**config.mk**
```make
export PLATFORM = sky130hd
export DESIGN_NAME = riscv_timer_multi
export DESIGN_NICKNAME = d
export VERILOG_FILES = /design/src/rtl/riscv_timer_multi.sv
export SDC_FILE = /design/constraint.sdc
export NUM_CORES = 2
export LEC_CHECK = 0
export ABC_AREA = 1
export CAP_MARGIN = 20
export CORE_MARGIN = 5
export CORE_UTILIZATION = 50
export DETAILED_ROUTE_END_ITERATION = 6
export PLACE_DENSITY = 0.71
export SYNTH_ARGS = -nofsm -noshare
export SYNTH_HDL_FRONTEND = slang
export SYNTH_SLANG_ARGS = --single-unit
export TNS_END_PERCENT = 100
```
**constraint.sdc**
```tcl
create_clock -name clk -period 3.8 [get_ports clk]
set_clock_uncertainty 0.2 [all_clocks]
set_input_delay 0.38 -clock clk [delete_from_list [all_inputs] [get_ports clk]]
set_output_delay 0.38 -clock clk [all_outputs]
set_load 0.05 [all_outputs]
```
**src/rtl/riscv_timer_multi.sv**
```systemverilog
// Multi-channel bus timer: shared prescaler, per-channel compare/reload, W1C irq.
// Optional capture inputs and CAPTURE registers under `TIMER_CAPTURE_EN.
module riscv_timer_multi #(
    parameter int NUM_CH     = 4,
    parameter int CNT_W      = 32,
    parameter int PRESCALE_W = 16,
    parameter int ADDR_W     = 8
) (
    input  logic              clk,
    input  logic              rst,
    input  logic              sel,
    input  logic              we,
    input  logic [ADDR_W-1:0] addr,
    input  logic [31:0]       wdata,
    output logic [31:0]       rdata,
    output logic [NUM_CH-1:0] irq_vec,
    output logic              irq
`ifdef TIMER_CAPTURE_EN
    ,
    input  logic [NUM_CH-1:0] capture_in
`endif
);
    localparam int BLK_W = ADDR_W - 4;

    logic [BLK_W-1:0]  blk;
    logic [1:0]        rsel;
    logic              wr, rd, g_hit, tick;
    logic [NUM_CH-1:0] ch_hit;
    logic              unused_addr;

    logic                  gen_q, gen_d;
    logic [PRESCALE_W-1:0] pre_q, pre_d, pcnt_q, pcnt_d;
    logic [NUM_CH-1:0]     stat_q, stat_d, ien_q, ien_d;
    logic [NUM_CH-1:0]     cen_q, cen_d, car_q, car_d;
    logic [CNT_W-1:0]      cnt_q [NUM_CH];
    logic [CNT_W-1:0]      cnt_d [NUM_CH];
    logic [CNT_W-1:0]      cmp_q [NUM_CH];
    logic [CNT_W-1:0]      cmp_d [NUM_CH];
    logic [CNT_W-1:0]      rld_q [NUM_CH];
    logic [CNT_W-1:0]      rld_d [NUM_CH];
    logic [31:0]           rdata_q, rdata_d;

    assign blk         = addr[ADDR_W-1:4];
    assign rsel        = addr[3:2];
    assign unused_addr = ^addr[1:0];
    assign wr          = sel & we;
    assign rd          = sel & ~we;
    assign g_hit       = (blk == '0);
    assign tick        = gen_q && (pcnt_q == pre_q);

    always_comb begin
        for (int n = 0; n < NUM_CH; n++) begin
            ch_hit[n] = (blk == BLK_W'(4 + n));
        end
    end

`ifdef TIMER_CAPTURE_EN
    logic [NUM_CH-1:0] sync1_q, sync2_q, sprev_q;
    logic [CNT_W-1:0]  cap_q [NUM_CH];
    logic [CNT_W-1:0]  cap_d [NUM_CH];

    always_comb begin
        for (int n = 0; n < NUM_CH; n++) begin
            cap_d[n] = cap_q[n];
            if (sync2_q[n] && !sprev_q[n]) begin
                cap_d[n] = cnt_q[n];
            end
        end
    end

    always_ff @(posedge clk) begin
        if (rst) begin
            sync1_q <= '0;
            sync2_q <= '0;
            sprev_q <= '0;
            for (int n = 0; n < NUM_CH; n++) cap_q[n] <= '0;
        end else begin
            sync1_q <= capture_in;
            sync2_q <= sync1_q;
            sprev_q <= sync2_q;
            for (int n = 0; n < NUM_CH; n++) cap_q[n] <= cap_d[n];
        end
    end
`endif

    always_comb begin
        gen_d  = gen_q;
        pre_d  = pre_q;
        stat_d = stat_q;
        ien_d  = ien_q;
        cen_d  = cen_q;
        car_d  = car_q;
        for (int n = 0; n < NUM_CH; n++) begin
            cnt_d[n] = cnt_q[n];
            cmp_d[n] = cmp_q[n];
            rld_d[n] = rld_q[n];
        end
        pcnt_d = (!gen_q || tick) ? '0 : pcnt_q + 1'b1;

        if (wr && g_hit) begin
            unique case (rsel)
                2'd0: gen_d = wdata[0];
                2'd1: begin
                    pre_d  = wdata[PRESCALE_W-1:0];
                    pcnt_d = '0;
                end
                2'd2: stat_d = stat_q & ~wdata[NUM_CH-1:0];
                2'd3: ien_d = wdata[NUM_CH-1:0];
            endcase
        end

        // Status sets land after the W1C above so a same-cycle set wins.
        for (int n = 0; n < NUM_CH; n++) begin
            if (tick && cen_q[n] && !(wr && ch_hit[n] && !rsel[0])) begin
                if (cnt_q[n] == cmp_q[n]) begin
                    stat_d[n] = 1'b1;
                    if (car_q[n]) cnt_d[n] = rld_q[n];
                    else          cen_d[n] = 1'b0;
                end else begin
                    cnt_d[n] = cnt_q[n] + 1'b1;
                end
            end
            if (wr && ch_hit[n]) begin
                unique case (rsel)
                    2'd0: cnt_d[n] = wdata[CNT_W-1:0];
                    2'd1: cmp_d[n] = wdata[CNT_W-1:0];
                    2'd2: begin
                        cen_d[n] = wdata[0];
                        car_d[n] = wdata[1];
                    end
                    2'd3: rld_d[n] = wdata[CNT_W-1:0];
                endcase
            end
        end
    end

    always_comb begin
        rdata_d = rdata_q;
        if (rd) begin
            rdata_d = '0;
            if (g_hit) begin
                unique case (rsel)
                    2'd0: rdata_d = {31'b0, gen_q};
                    2'd1: rdata_d = 32'(pre_q);
                    2'd2: rdata_d = 32'(stat_q);
                    2'd3: rdata_d = 32'(ien_q);
                endcase
            end
            for (int n = 0; n < NUM_CH; n++) begin
                if (ch_hit[n]) begin
                    unique case (rsel)
                        2'd0: rdata_d = 32'(cnt_q[n]);
                        2'd1: rdata_d = 32'(cmp_q[n]);
                        2'd2: rdata_d = {30'b0, car_q[n], cen_q[n]};
                        2'd3: rdata_d = 32'(rld_q[n]);
                    endcase
                end
`ifdef TIMER_CAPTURE_EN
                if (blk[BLK_W-1:1] == (BLK_W-1)'(1) && {blk[0], rsel} == 3'(n)) begin
                    rdata_d = 32'(cap_q[n]);
                end
`endif
            end
        end
    end

    always_ff @(posedge clk) begin
        if (rst) begin
            gen_q   <= 1'b0;
            pre_q   <= '0;
            pcnt_q  <= '0;
            stat_q  <= '0;
            ien_q   <= '0;
            cen_q   <= '0;
            car_q   <= '0;
            rdata_q <= '0;
            for (int n = 0; n < NUM_CH; n++) begin
                cnt_q[n] <= '0;
                cmp_q[n] <= '0;
                rld_q[n] <= '0;
            end
        end else begin
            gen_q   <= gen_d;
            pre_q   <= pre_d;
            pcnt_q  <= pcnt_d;
            stat_q  <= stat_d;
            ien_q   <= ien_d;
            cen_q   <= cen_d;
            car_q   <= car_d;
            rdata_q <= rdata_d;
            for (int n = 0; n < NUM_CH; n++) begin
                cnt_q[n] <= cnt_d[n];
                cmp_q[n] <= cmp_d[n];
                rld_q[n] <= rld_d[n];
            end
        end
    end

    assign rdata   = rdata_q;
    assign irq_vec = stat_q & ien_q;
    assign irq     = |irq_vec;
endmodule
```
==> flow_summary.json <==
{
  "regArea_mm2": 0.00931,
  "ant_nets": 0,
  "ctsRootBufferMaster": "clkbuf_16",
  "routedWlPerCell_um": 22.8,
  "mostFrequentLayoutCells": "nand2_1 (1137), a21oi_1 (559), o21ai_0 (520)",
  "vdd_drop_max_uv": 526,
  "synth_seq_cells": 465,
  "hold_path_depth": 2,
  "met1_usage": 0.488,
  "p_clk_frac": 0.480,
  "synth_edf_count": 0,
  "power.internal_w": 0.00858,
  "slew_headroom": 0.218,
  "synth.distinct_cells": 51,
  "cp_data_required_time_ns": 4.13,
  "slowest_delay_ns": 0.66,
  "reg2reg_from": "cnt_q[2][0]",
  "drcViolationCount": 0,
  "p_sw_w": 0.00327,
  "portBuffers": 78,
  "holdBufCountCts": 0,
  "rsz0062_at_grt": "no",
  "cts_buffers": 54,
  "drt_wl_total_um": 123000,
  "via_count": 32300,
  "syn-cell-area_mm2": 0.0290,
  "drv_cap": 0,
  "critPathMostFrequentCell": "nand2_1",
  "worst_r2r_endpoint": "cnt_q[2][24]",
  "cts_setup_buffers": 0,
  "drive_above_1_share": 0.0664,
  "die_height_um": 251,
  "status": "finished, final reports clean",
  "die_area_mm2": 0.0628,
  "tightest_slew_ns": 1.17,
  "dpl_cell_area_mm2": 0.0302,
  "grt_pass1_wl_um": 181000,
  "min_path_type": "in2reg",
  "power_density_mw_per_mm2": 369,
  "cts_resized": 0,
  "crit_start": "cnt_q[2][0]",
  "cts.sinks": 465,
  "dp_hpwl_um": 85400,
  "design_area_mm2": 0.0322,
  "grt-ovfl-total": 0,
  "grtUsageMet2": 0.548,
  "yosysWarningCount": 0,
  "grt_pass1_vias": 29000,
  "critPathMaxFanout": 9,
  "ys_seq_area_frac": 0.321,
  "fillCellCount": 5839,
  "crit_type": "reg2reg",
  "die_w_um": 251,
  "netlist_instances": 4623,
  "initial_utilization": 0.503,
  "place_congestion": 1.03,
  "synthArstFlopShare": 0,
  "swShare": 0.276,
  "cts_buffer_depth": 3,
  "setup_viol_count_final": 0,
  "viasPerCell": 6.02,
  "cts_tree": "built",
  "htreeDepth": 2,
  "rr_worst_depth": 14,
  "grt_max_degree": 137,
  "final_max_slew_viol_count": 0,
  "reg2reg_slack_ns": 0.77,
  "tns_ns": 0,
  "grt.busiest_layer": "met2",
  "fmax_ghz": 0.330,
  "end_kind": "flop",
  "final_common_cell": "nand2_1",
  "clk_latency_ns": 0.64,
  "clk_pin_slew_ns": 0.06,
  "antenna_found_initial": 8,
  "timing.final.crit_share": 0.798,
  "multi_input_area_mm2": 0.0167,
  "hold_path_end": "cnt_q[2][15]",
  "final_nets": 4601,
  "use_met3": 0.0952,
  "area_delta_synth_final_pct": 11.0,
  "syn_avg_cell_area_um2": 6.26,
  "worstPathArrival_ns": 3.36,
  "comb_power_share": 0.103,
  "core_mm2": 0.0576,
  "finalHoldViolations": 0,
  "worstSetupStartpointType": "flop",
  "gr-usage-all-layers": 0.370,
  "seqPwrFrac": 0.417,
  "drt_pass1_iterations": 6,
  "leakage_nw": 12.1,
  "period_needed_ns": 3.03,
  "synth_top_flop_cell": "dfxtp_1",
  "synth_nets": 4672,
  "path_cells": "ha_1 > nand3_1 > nor2_2 > nand2_1 > nor2_4 > nand4_1 > nand2_1 > nand2_1 > nand2_1 > nand2_1 > nand2_1 > nand3_1 > nand2_1 > inv_1",
  "rows": 88,
  "ios": 81,
  "crit_slowest_cell": "dfxtp_1",
  "drt-initial-drc-count": 4207,
  "worstHoldStart": "rst"
}
==> logic make-up (layout without fill, tap and decap cells) <==
| logic type | after synthesis | after routing | share of synthesized area |
|---|---|---|---|
| adder cells (fa/ha/maj) | 5 | 5 | 0.00216 |
| XOR/XNOR | 141 | 141 | 0.0426 |
| AND/OR/NAND/NOR | 2026 | 2026 | 0.300 |
| flip-flops | 465 | 465 | 0.321 |
| buffers and inverters | 742 | 715 | 0.105 |
| other | 0 | 1 | 0 |
| AO/OA/AOI/OAI | 1244 | 1244 | 0.229 |
==> critical path: cells and delay by family (launching register included) <==
family                   cells  cell delay [ns]
adder cells (fa/ha/maj)      1             0.29
AND/OR/NAND/NOR             12             1.74
flip-flops                   1             0.66
buffers and inverters        1             0.03
==> stage by stage <==
step	util	total power [W]	hold WS [ns]	cells	setup WS (ns)
after global placement	0.525	0.00621	0.248	5260	0.556
after CTS	0.558	0.0118	0.0439	5360	0.869
final	0.558	0.0119	0.0765	5362	0.768
after floorplan	-	0.00572	0.237	4623	1.77
after detailed placement	0.525	0.00622	0.255	5260	0.506
after global routing	0.558	0.0121	0.0613	5361	0.628
==> sequential cells by signal, summed over array words and instances (netlist names) <==
name,cells
cen_q,4
car_q,4
pre_q,16
cmp_q,128
ien_q,4
gen_q,1
rdata,32
cnt_q,128
rld_q,128
pcnt_q,16
stat_q,4
==> worst max path at each step <==
stage	endpoint	cells after the start
2_1_floorplan	cnt_q[1][16]	11
3_3_place_gp	cmp_q[3][29]	8
3_5_place_dp	cmp_q[3][29]	8
4_1_cts	cnt_q[2][24]	14
5_1_grt	cnt_q[2][24]	14
6_report	cnt_q[2][24]	14
==> routing by layer <==
layer / routed length, µm / up-vias
met5: 23 / -
met4: 8540 / 4
met3: 14700 / 362
met2: 51000 / 1940
met1: 48200 / 14800
li1: - / 15200
==> power by group through the flow <==
stage                     combinational (W)  sequential (W)  clock, W
after CTS                           0.00117         0.00494   0.00568
final                               0.00122         0.00494   0.00568
after global routing                0.00127         0.00495   0.00589
after floorplan                    0.000612         0.00510         0
after global placement              0.00116         0.00505         0
after detailed placement            0.00117         0.00505         0
==> cells in the mapped netlist, types with 4 or more instances <==
master,n,area share
o21ai_0,520,0.090
dfxtp_1,465,0.32
nand2_1,1140,0.15
inv_2,28,0.0036
o21ai_1,5,0.00086
buf_2,89,0.015
inv_1,399,0.052
nor2_4,10,0.0039
a21oi_1,559,0.097
nand4_1,58,0.013
nand2_4,4,0.0016
buf_6,9,0.0035
xnor2_1,68,0.021
a41oi_1,7,0.0021
o221ai_1,41,0.012
buf_1,14,0.0018
nor2_2,21,0.0045
o2111ai_1,4,0.0012
xor2_1,73,0.022
or2_2,12,0.0026
ha_1,5,0.0022
o22ai_1,33,0.0071
buf_4,18,0.0047
clkinv_1,14,0.0018
a31oi_1,14,0.0030
nand3_1,355,0.061
nand3_2,4,0.0014
nor3b_1,4,0.0010
nand2_2,12,0.0026
o211ai_1,53,0.014
clkbuf_1,167,0.022
nor3_1,59,0.010
nor2_1,328,0.043
==> area by class of cell <==
type                    count  share of cell area
multi-input cells        3416               0.518
flip-flops and latches    465               0.290
inverters                 442              0.0519
clock buffers              80              0.0511
repair buffers            173              0.0509
well taps                 765              0.0298
clock inverters            20             0.00813
diodes                      1           0.0000778
No activity file was read; power rests on OpenSTA's default activity.
